`src/rtl/fetch_packet_compactor_pkg.sv`:
```
// Shared fetch-side constants and types for the fetch packet compactor.
package fetch_packet_compactor_pkg;

  localparam int FETCH_WIDTH = 4;
  localparam int LANE_CNT_W  = $clog2(FETCH_WIDTH + 1);

  typedef logic [FETCH_WIDTH-1:0] fetch_mask_t;

  typedef enum logic [1:0] {
    OCC_EMPTY,
    OCC_ONE,
    OCC_FULL
  } occ_state_t;

endpackage

```
`src/rtl/fetch_packet_compactor_mask_compactor.sv`:
```
// Combinational slot packer: moves valid slots to contiguous low lanes, order kept.
module mask_compactor
  import fetch_packet_compactor_pkg::*;
#(
  parameter int IN_WIDTH   = FETCH_WIDTH,
  parameter int DATA_WIDTH = 32,
  parameter int CNT_W      = $clog2(IN_WIDTH + 1)
) (
  input  logic [IN_WIDTH-1:0]            mask_i,
  input  logic [IN_WIDTH*DATA_WIDTH-1:0] data_i,
  output logic [IN_WIDTH*DATA_WIDTH-1:0] data_o,
  output logic [IN_WIDTH-1:0]            mask_o,
  output logic [CNT_W-1:0]               cnt_o
);

  logic [CNT_W-1:0] prefix [IN_WIDTH];
  logic [CNT_W-1:0] run_cnt;

  // prefix[i] is the destination lane of slot i when that slot is valid
  always_comb begin
    run_cnt = '0;
    for (int i = 0; i < IN_WIDTH; i++) begin
      prefix[i] = run_cnt;
      run_cnt   = run_cnt + CNT_W'(mask_i[i]);
    end
    cnt_o = run_cnt;
  end

  always_comb begin
    data_o = '0;
    mask_o = '0;
    for (int k = 0; k < IN_WIDTH; k++) begin
      mask_o[k] = (CNT_W'(k) < cnt_o);
      for (int i = 0; i < IN_WIDTH; i++) begin
        if (mask_i[i] && (prefix[i] == CNT_W'(k))) begin
          data_o[k*DATA_WIDTH +: DATA_WIDTH] = data_i[i*DATA_WIDTH +: DATA_WIDTH];
        end
      end
    end
  end

endmodule

```
`src/rtl/fetch_packet_compactor.sv`:
```
// Packs sparse fetch packets and registers them behind a main + skid pair.
// Optional perf counters are built when FETCH_COMPACT_PERF_EN is defined.
//
//   state     | meaning
//   OCC_EMPTY | main and skid both invalid
//   OCC_ONE   | main valid, skid invalid
//   OCC_FULL  | main and skid both valid, upstream stalled
module fetch_packet_compactor
  import fetch_packet_compactor_pkg::*;
#(
  parameter int IN_WIDTH   = FETCH_WIDTH,
  parameter int DATA_WIDTH = 32
) (
  input  logic                           clk,
  input  logic                           rst_n,
  input  logic                           flush_i,
  input  logic                           in_valid_i,
  input  logic [IN_WIDTH-1:0]            in_mask_i,
  input  logic [IN_WIDTH*DATA_WIDTH-1:0] in_data_i,
  output logic                           in_ready_o,
  output logic [IN_WIDTH-1:0]            out_valid_o,
  input  logic                           out_ready_i,
  output logic [IN_WIDTH*DATA_WIDTH-1:0] out_data_o
`ifdef FETCH_COMPACT_PERF_EN
  ,
  output logic [31:0]                    perf_push_cnt_o,
  output logic [31:0]                    perf_stall_cnt_o
`endif
);

  localparam int CNT_W = $clog2(IN_WIDTH + 1);

  occ_state_t                    state_q, state_d;
  logic                          in_ready_q, in_ready_d;
  logic [IN_WIDTH-1:0]           m_mask_q, m_mask_d, s_mask_q, s_mask_d;
  logic [IN_WIDTH*DATA_WIDTH-1:0] m_data_q, m_data_d, s_data_q, s_data_d;

  logic [IN_WIDTH-1:0]            pk_mask;
  logic [IN_WIDTH*DATA_WIDTH-1:0] pk_data;
  logic [CNT_W-1:0]               pk_cnt;
  logic                           acc, pk_load, push;

  mask_compactor #(
    .IN_WIDTH   (IN_WIDTH),
    .DATA_WIDTH (DATA_WIDTH),
    .CNT_W      (CNT_W)
  ) u_compact (
    .mask_i (in_mask_i),
    .data_i (in_data_i),
    .data_o (pk_data),
    .mask_o (pk_mask),
    .cnt_o  (pk_cnt)
  );

  // Empty packets are consumed by acc but never load a register.
  assign acc     = in_valid_i & in_ready_q & ~flush_i;
  assign pk_load = acc & (pk_cnt != '0);
  assign push    = (|m_mask_q) & out_ready_i;

  always_comb begin
    state_d  = state_q;
    m_mask_d = m_mask_q;
    m_data_d = m_data_q;
    s_mask_d = s_mask_q;
    s_data_d = s_data_q;
    if (flush_i) begin
      state_d  = OCC_EMPTY;
      m_mask_d = '0;
      m_data_d = '0;
      s_mask_d = '0;
      s_data_d = '0;
    end else begin
      case (state_q)
        OCC_EMPTY: begin
          if (pk_load) begin
            m_mask_d = pk_mask;
            m_data_d = pk_data;
            state_d  = OCC_ONE;
          end
        end
        OCC_ONE: begin
          if (push) begin
            m_mask_d = pk_load ? pk_mask : '0;
            m_data_d = pk_load ? pk_data : '0;
            state_d  = pk_load ? OCC_ONE : OCC_EMPTY;
          end else if (pk_load) begin
            s_mask_d = pk_mask;
            s_data_d = pk_data;
            state_d  = OCC_FULL;
          end
        end
        OCC_FULL: begin
          if (push) begin
            m_mask_d = s_mask_q;
            m_data_d = s_data_q;
            s_mask_d = pk_load ? pk_mask : '0;
            s_data_d = pk_load ? pk_data : '0;
            state_d  = pk_load ? OCC_FULL : OCC_ONE;
          end
        end
        default: state_d = OCC_EMPTY;
      endcase
    end
    in_ready_d = (state_d != OCC_FULL);
  end

  always_ff @(posedge clk) begin
    if (!rst_n) begin
      state_q    <= OCC_EMPTY;
      in_ready_q <= 1'b1;
      m_mask_q   <= '0;
      m_data_q   <= '0;
      s_mask_q   <= '0;
      s_data_q   <= '0;
    end else begin
      state_q    <= state_d;
      in_ready_q <= in_ready_d;
      m_mask_q   <= m_mask_d;
      m_data_q   <= m_data_d;
      s_mask_q   <= s_mask_d;
      s_data_q   <= s_data_d;
    end
  end

  assign in_ready_o  = in_ready_q;
  assign out_valid_o = m_mask_q;
  assign out_data_o  = m_data_q;

`ifdef FETCH_COMPACT_PERF_EN
  logic [31:0] push_cnt_q, push_cnt_d, stall_cnt_q, stall_cnt_d;
  logic [31:0] push_lanes;

  // Counters ignore flush; only reset clears them.
  always_comb begin
    push_lanes = '0;
    for (int i = 0; i < IN_WIDTH; i++) begin
      push_lanes = push_lanes + 32'(m_mask_q[i]);
    end
    push_cnt_d  = push ? (push_cnt_q + push_lanes) : push_cnt_q;
    stall_cnt_d = ((|m_mask_q) & ~out_ready_i) ? (stall_cnt_q + 32'd1) : stall_cnt_q;
  end

  always_ff @(posedge clk) begin
    if (!rst_n) begin
      push_cnt_q  <= '0;
      stall_cnt_q <= '0;
    end else begin
      push_cnt_q  <= push_cnt_d;
      stall_cnt_q <= stall_cnt_d;
    end
  end

  assign perf_push_cnt_o  = push_cnt_q;
  assign perf_stall_cnt_o = stall_cnt_q;
`endif

endmodule

```
`config.mk`:
```
export PLATFORM = sky130hd
export DESIGN_NAME = fetch_packet_compactor
export DESIGN_NICKNAME = d
export VERILOG_FILES = /design/src/rtl/fetch_packet_compactor_pkg.sv /design/src/rtl/fetch_packet_compactor_mask_compactor.sv /design/src/rtl/fetch_packet_compactor.sv
export SDC_FILE = /design/constraint.sdc
export NUM_CORES = 1
export LEC_CHECK = 0
export CAP_MARGIN = 10
export CORE_ASPECT_RATIO = 1.1
export CORE_MARGIN = 2
export CORE_UTILIZATION = 57
export CTS_CLUSTER_DIAMETER = 100
export DETAILED_ROUTE_END_ITERATION = 8
export PLACE_DENSITY = 0.83
export SETUP_SLACK_MARGIN = 0.4
export SYNTH_ARGS = -nofsm -noshare
export SYNTH_HDL_FRONTEND = slang
export SYNTH_HIERARCHICAL = 1
export SYNTH_SLANG_ARGS = --single-unit
```
`constraint.sdc`:
```
create_clock -name clk -period 8.6 [get_ports clk]
set_clock_uncertainty 0.15 [all_clocks]
set_input_delay 1.29 -clock clk [delete_from_list [all_inputs] [get_ports clk]]
set_output_delay 1.29 -clock clk [all_outputs]
set_load 0.01 [all_outputs]
```
==> flow_metrics.env <==
export IMPL_fin_ws_ps=2770
export IMPL_via_count=14900
export IMPL_clock_sinks=267
export IMPL_dieHeight_um=167
export IMPL_die_area_sq_um=25400
export IMPL_drc_errors=0
export IMPL_ir_worst_vdd_mv=0.179
export IMPL_outcome="complete, no violations"
export IMPL_ys_async_sr_fraction=0
export IMPL_slew_headroom=0.159
export IMPL_grt_first_pass_wirelength_um=77800
export IMPL_ys_types=42
export IMPL_drt_iter0_drc=2318
export IMPL_synth_top_cells_by_area="dfxtp_1, o21ai_0, nand2_1, a221oi_2, a221oi_1"
export IMPL_numCtsBuffers=28
export IMPL_cts_hold_buf=0
export IMPL_multiInputGateArea_sq_um=7430
export IMPL_p_leak_uw=0.00611
export IMPL_yosysSeqAreaShare=0.388
export IMPL_worstSetupPathType="in2reg"
export IMPL_core_area_sq_um=23700
export IMPL_slew_viol_final=0
export IMPL_post_route_period_util=0.678
export IMPL_total_power_uw=3380
export IMPL_clkLatencyLatePin_ps=550
export IMPL_gp_congestion=1.01
export IMPL_layout_drive_gt1_share=0.0878
export IMPL_nets=2053
export IMPL_yosys_area_top_type="dfxtp_1"
export IMPL_initial_utilization=0.581
export IMPL_regArea_sq_um=5350
export IMPL_fillers=1799
export IMPL_yosys_warnings=6
export IMPL_min_path_type="reg2reg"
export IMPL_hold_ws_ps=315
export IMPL_antenna_found_initial=0
export IMPL_worstMarginPinSlew_ps=1260
export IMPL_syn_mean_instance_area_sq_um=7.76
export IMPL_critPathArrivalTime_ps=6140
export IMPL_rows=59
export IMPL_die_x_um=152
export IMPL_routed_wl_um=51500
export IMPL_grt_max_degree=265
export IMPL_io_buffers=269
export IMPL_r2r_setup_slack_ps=5050
export IMPL_io_pins=270
export IMPL_diodes=0
export IMPL_final_hold_violation_count=0
export IMPL_drtAntennaViolNets=0
export IMPL_track_usage=0.382
export IMPL_cp_start_kind="input port"
export IMPL_period_needed_ps=5830
export IMPL_worstPathMaxFanout=37
export IMPL_ys_flop_type="dfxtp_1"
export IMPL_clk_pin_slew_ps=70
export IMPL_first_global_vias=13600
export IMPL_cts_buffer_depth=3
export IMPL_wire_per_inst_um=23.1
export IMPL_rsz0062_at_grt="false"
export IMPL_synth_edf_count=0
export IMPL_clock_fmax_mhz=172
export IMPL_pre_cts_ws_ps=2440
export IMPL_synth_area_sq_um=13800
export IMPL_overflow=0
export IMPL_syn_num_nets=1923
export IMPL_cts_tree="yes"
export IMPL_cts_resized=0
export IMPL_finalSetupViolCount=0
export IMPL_post_cts_buffers=0
export IMPL_required_ps=8910
export IMPL_max_cap_violations=0
export IMPL_drt_pre_antenna_iters=6
export IMPL_area_growth_pct=25.3
export IMPL_syn_inst=1773
export IMPL_cts_root_buf="clkbuf_16"
export IMPL_power_density_nw_per_um2=196
export IMPL_worstSetupEndpointType="flop"
export IMPL_place_hpwl_um=32300
export IMPL_synth_seq_cells=267
export IMPL_cts_htree_levels=1
export IMPL_detail_route_vias_per_cell=6.70
export IMPL_yosysTopAreaCellShare=0.388
export IMPL_finalSetupTns_ps=0
-- logic make-up (layout without fill, tap and decap cells) --
| group | Yosys count | in the layout | share of synthesized area |
|---|---|---|---|
| flip-flops | 267 | 267 | 0.388 |
| AND/OR/NAND/NOR | 651 | 651 | 0.201 |
| adder cells (fa/ha/maj) | 13 | 13 | 0.0129 |
| AO/OA/AOI/OAI | 636 | 636 | 0.319 |
| buffers and inverters | 206 | 358 | 0.0783 |
-- worst max-delay path: stages --
cell,delay [ps]
clkdlybuf4s50_1,690
inv_1,130
ha_1,310
buf_4,340
ha_1,250
inv_1,70
fa_1,490
inv_1,100
nor3_1,80
or3_1,550
a21oi_4,1000
buf_4,480
nand2_1,120
o21ai_0,200
-- flip-flops by register name (all words and copies together) (netlist names) --
signal / count
in_ready_o: 1
out_data_o: 128
out_valid_o: 4
s_data_q: 128
s_mask_q: 4
state_q: 2
-- area by class of cell --
type                            instances  share of cell area
Clock buffer                           38              0.0464
Tap cell                              305              0.0221
Multi-Input combinational cell       1300               0.431
Timing Repair Buffer                  296               0.171
Clock inverter                         14              0.0176
Sequential cell                       267               0.310
Inverter                               10             0.00218
-- final timing paths --
check	to	depth (start not counted)	start
worst max-delay path	s_data_q[121]	14	in_mask_i[0]
worst min-delay path	s_data_q[94]	2	s_data_q[94]
worst min register to register	s_data_q[94]	2	s_data_q[94]
worst max register to register	out_valid_o[0]	7	state_q[0]
-- routing by layer --
layer,part of all wire,track usage,wire length [um],up-vias
met1,0.37,0.502,19200,6920
met5,0,0,0,-
met4,0.073,0.241,3750,0
met3,0.12,0.0695,6270,208
li1,-,-,-,6627
met2,0.43,0.579,22400,1183
-- stage by stage --
step / utilization / cells / instance area, sq um
after floorplan: - / 1773 / 13800
after detailed placement: 0.681 / 2178 / 16100
final: 0.728 / 2230 / 17200
after CTS: 0.728 / 2230 / 17200
after global routing: 0.728 / 2230 / 17200
after global placement: 0.681 / 2178 / 16100
-- synthesized netlist by cell type (2+ instances only) --
| master | number |
|---|---|
| nor2_1 | 137 |
| nand3_1 | 134 |
| buf_2 | 68 |
| inv_1 | 10 |
| dfxtp_1 | 267 |
| a221oi_1 | 85 |
| ha_1 | 11 |
| buf_4 | 3 |
| clkbuf_1 | 92 |
| a21oi_1 | 2 |
| a221oi_2 | 80 |
| buf_1 | 4 |
| a31oi_1 | 32 |
| and2_1 | 3 |
| fa_1 | 2 |
| nor3_1 | 3 |
| buf_6 | 27 |
| nand2_1 | 329 |
| nor4bb_1 | 2 |
| and3_1 | 33 |
| nor2b_1 | 3 |
| o21ai_0 | 359 |
| o21ai_1 | 68 |
-- layout by cell type, fill, tap and decap left out, types with 33 or more instances in the layout --
master / instances
a221oi_1: 85
nand2_1: 329
clkdlybuf4s50_1: 269
nor2_1: 137
a221oi_2: 80
o21ai_0: 359
o21ai_1: 67
nand3_1: 134
dfxtp_1: 267
and3_1: 33
-- power by group --
part,leakage [uW],switching [uW],internal (uW),total [uW]
clock,0.000540,522,921,1440
combinational,0.00341,386,248,634
sequential,0.00216,28.3,1270,1300
total,0.00611,936,2440,3380
(Power assumes the default switching activity.)
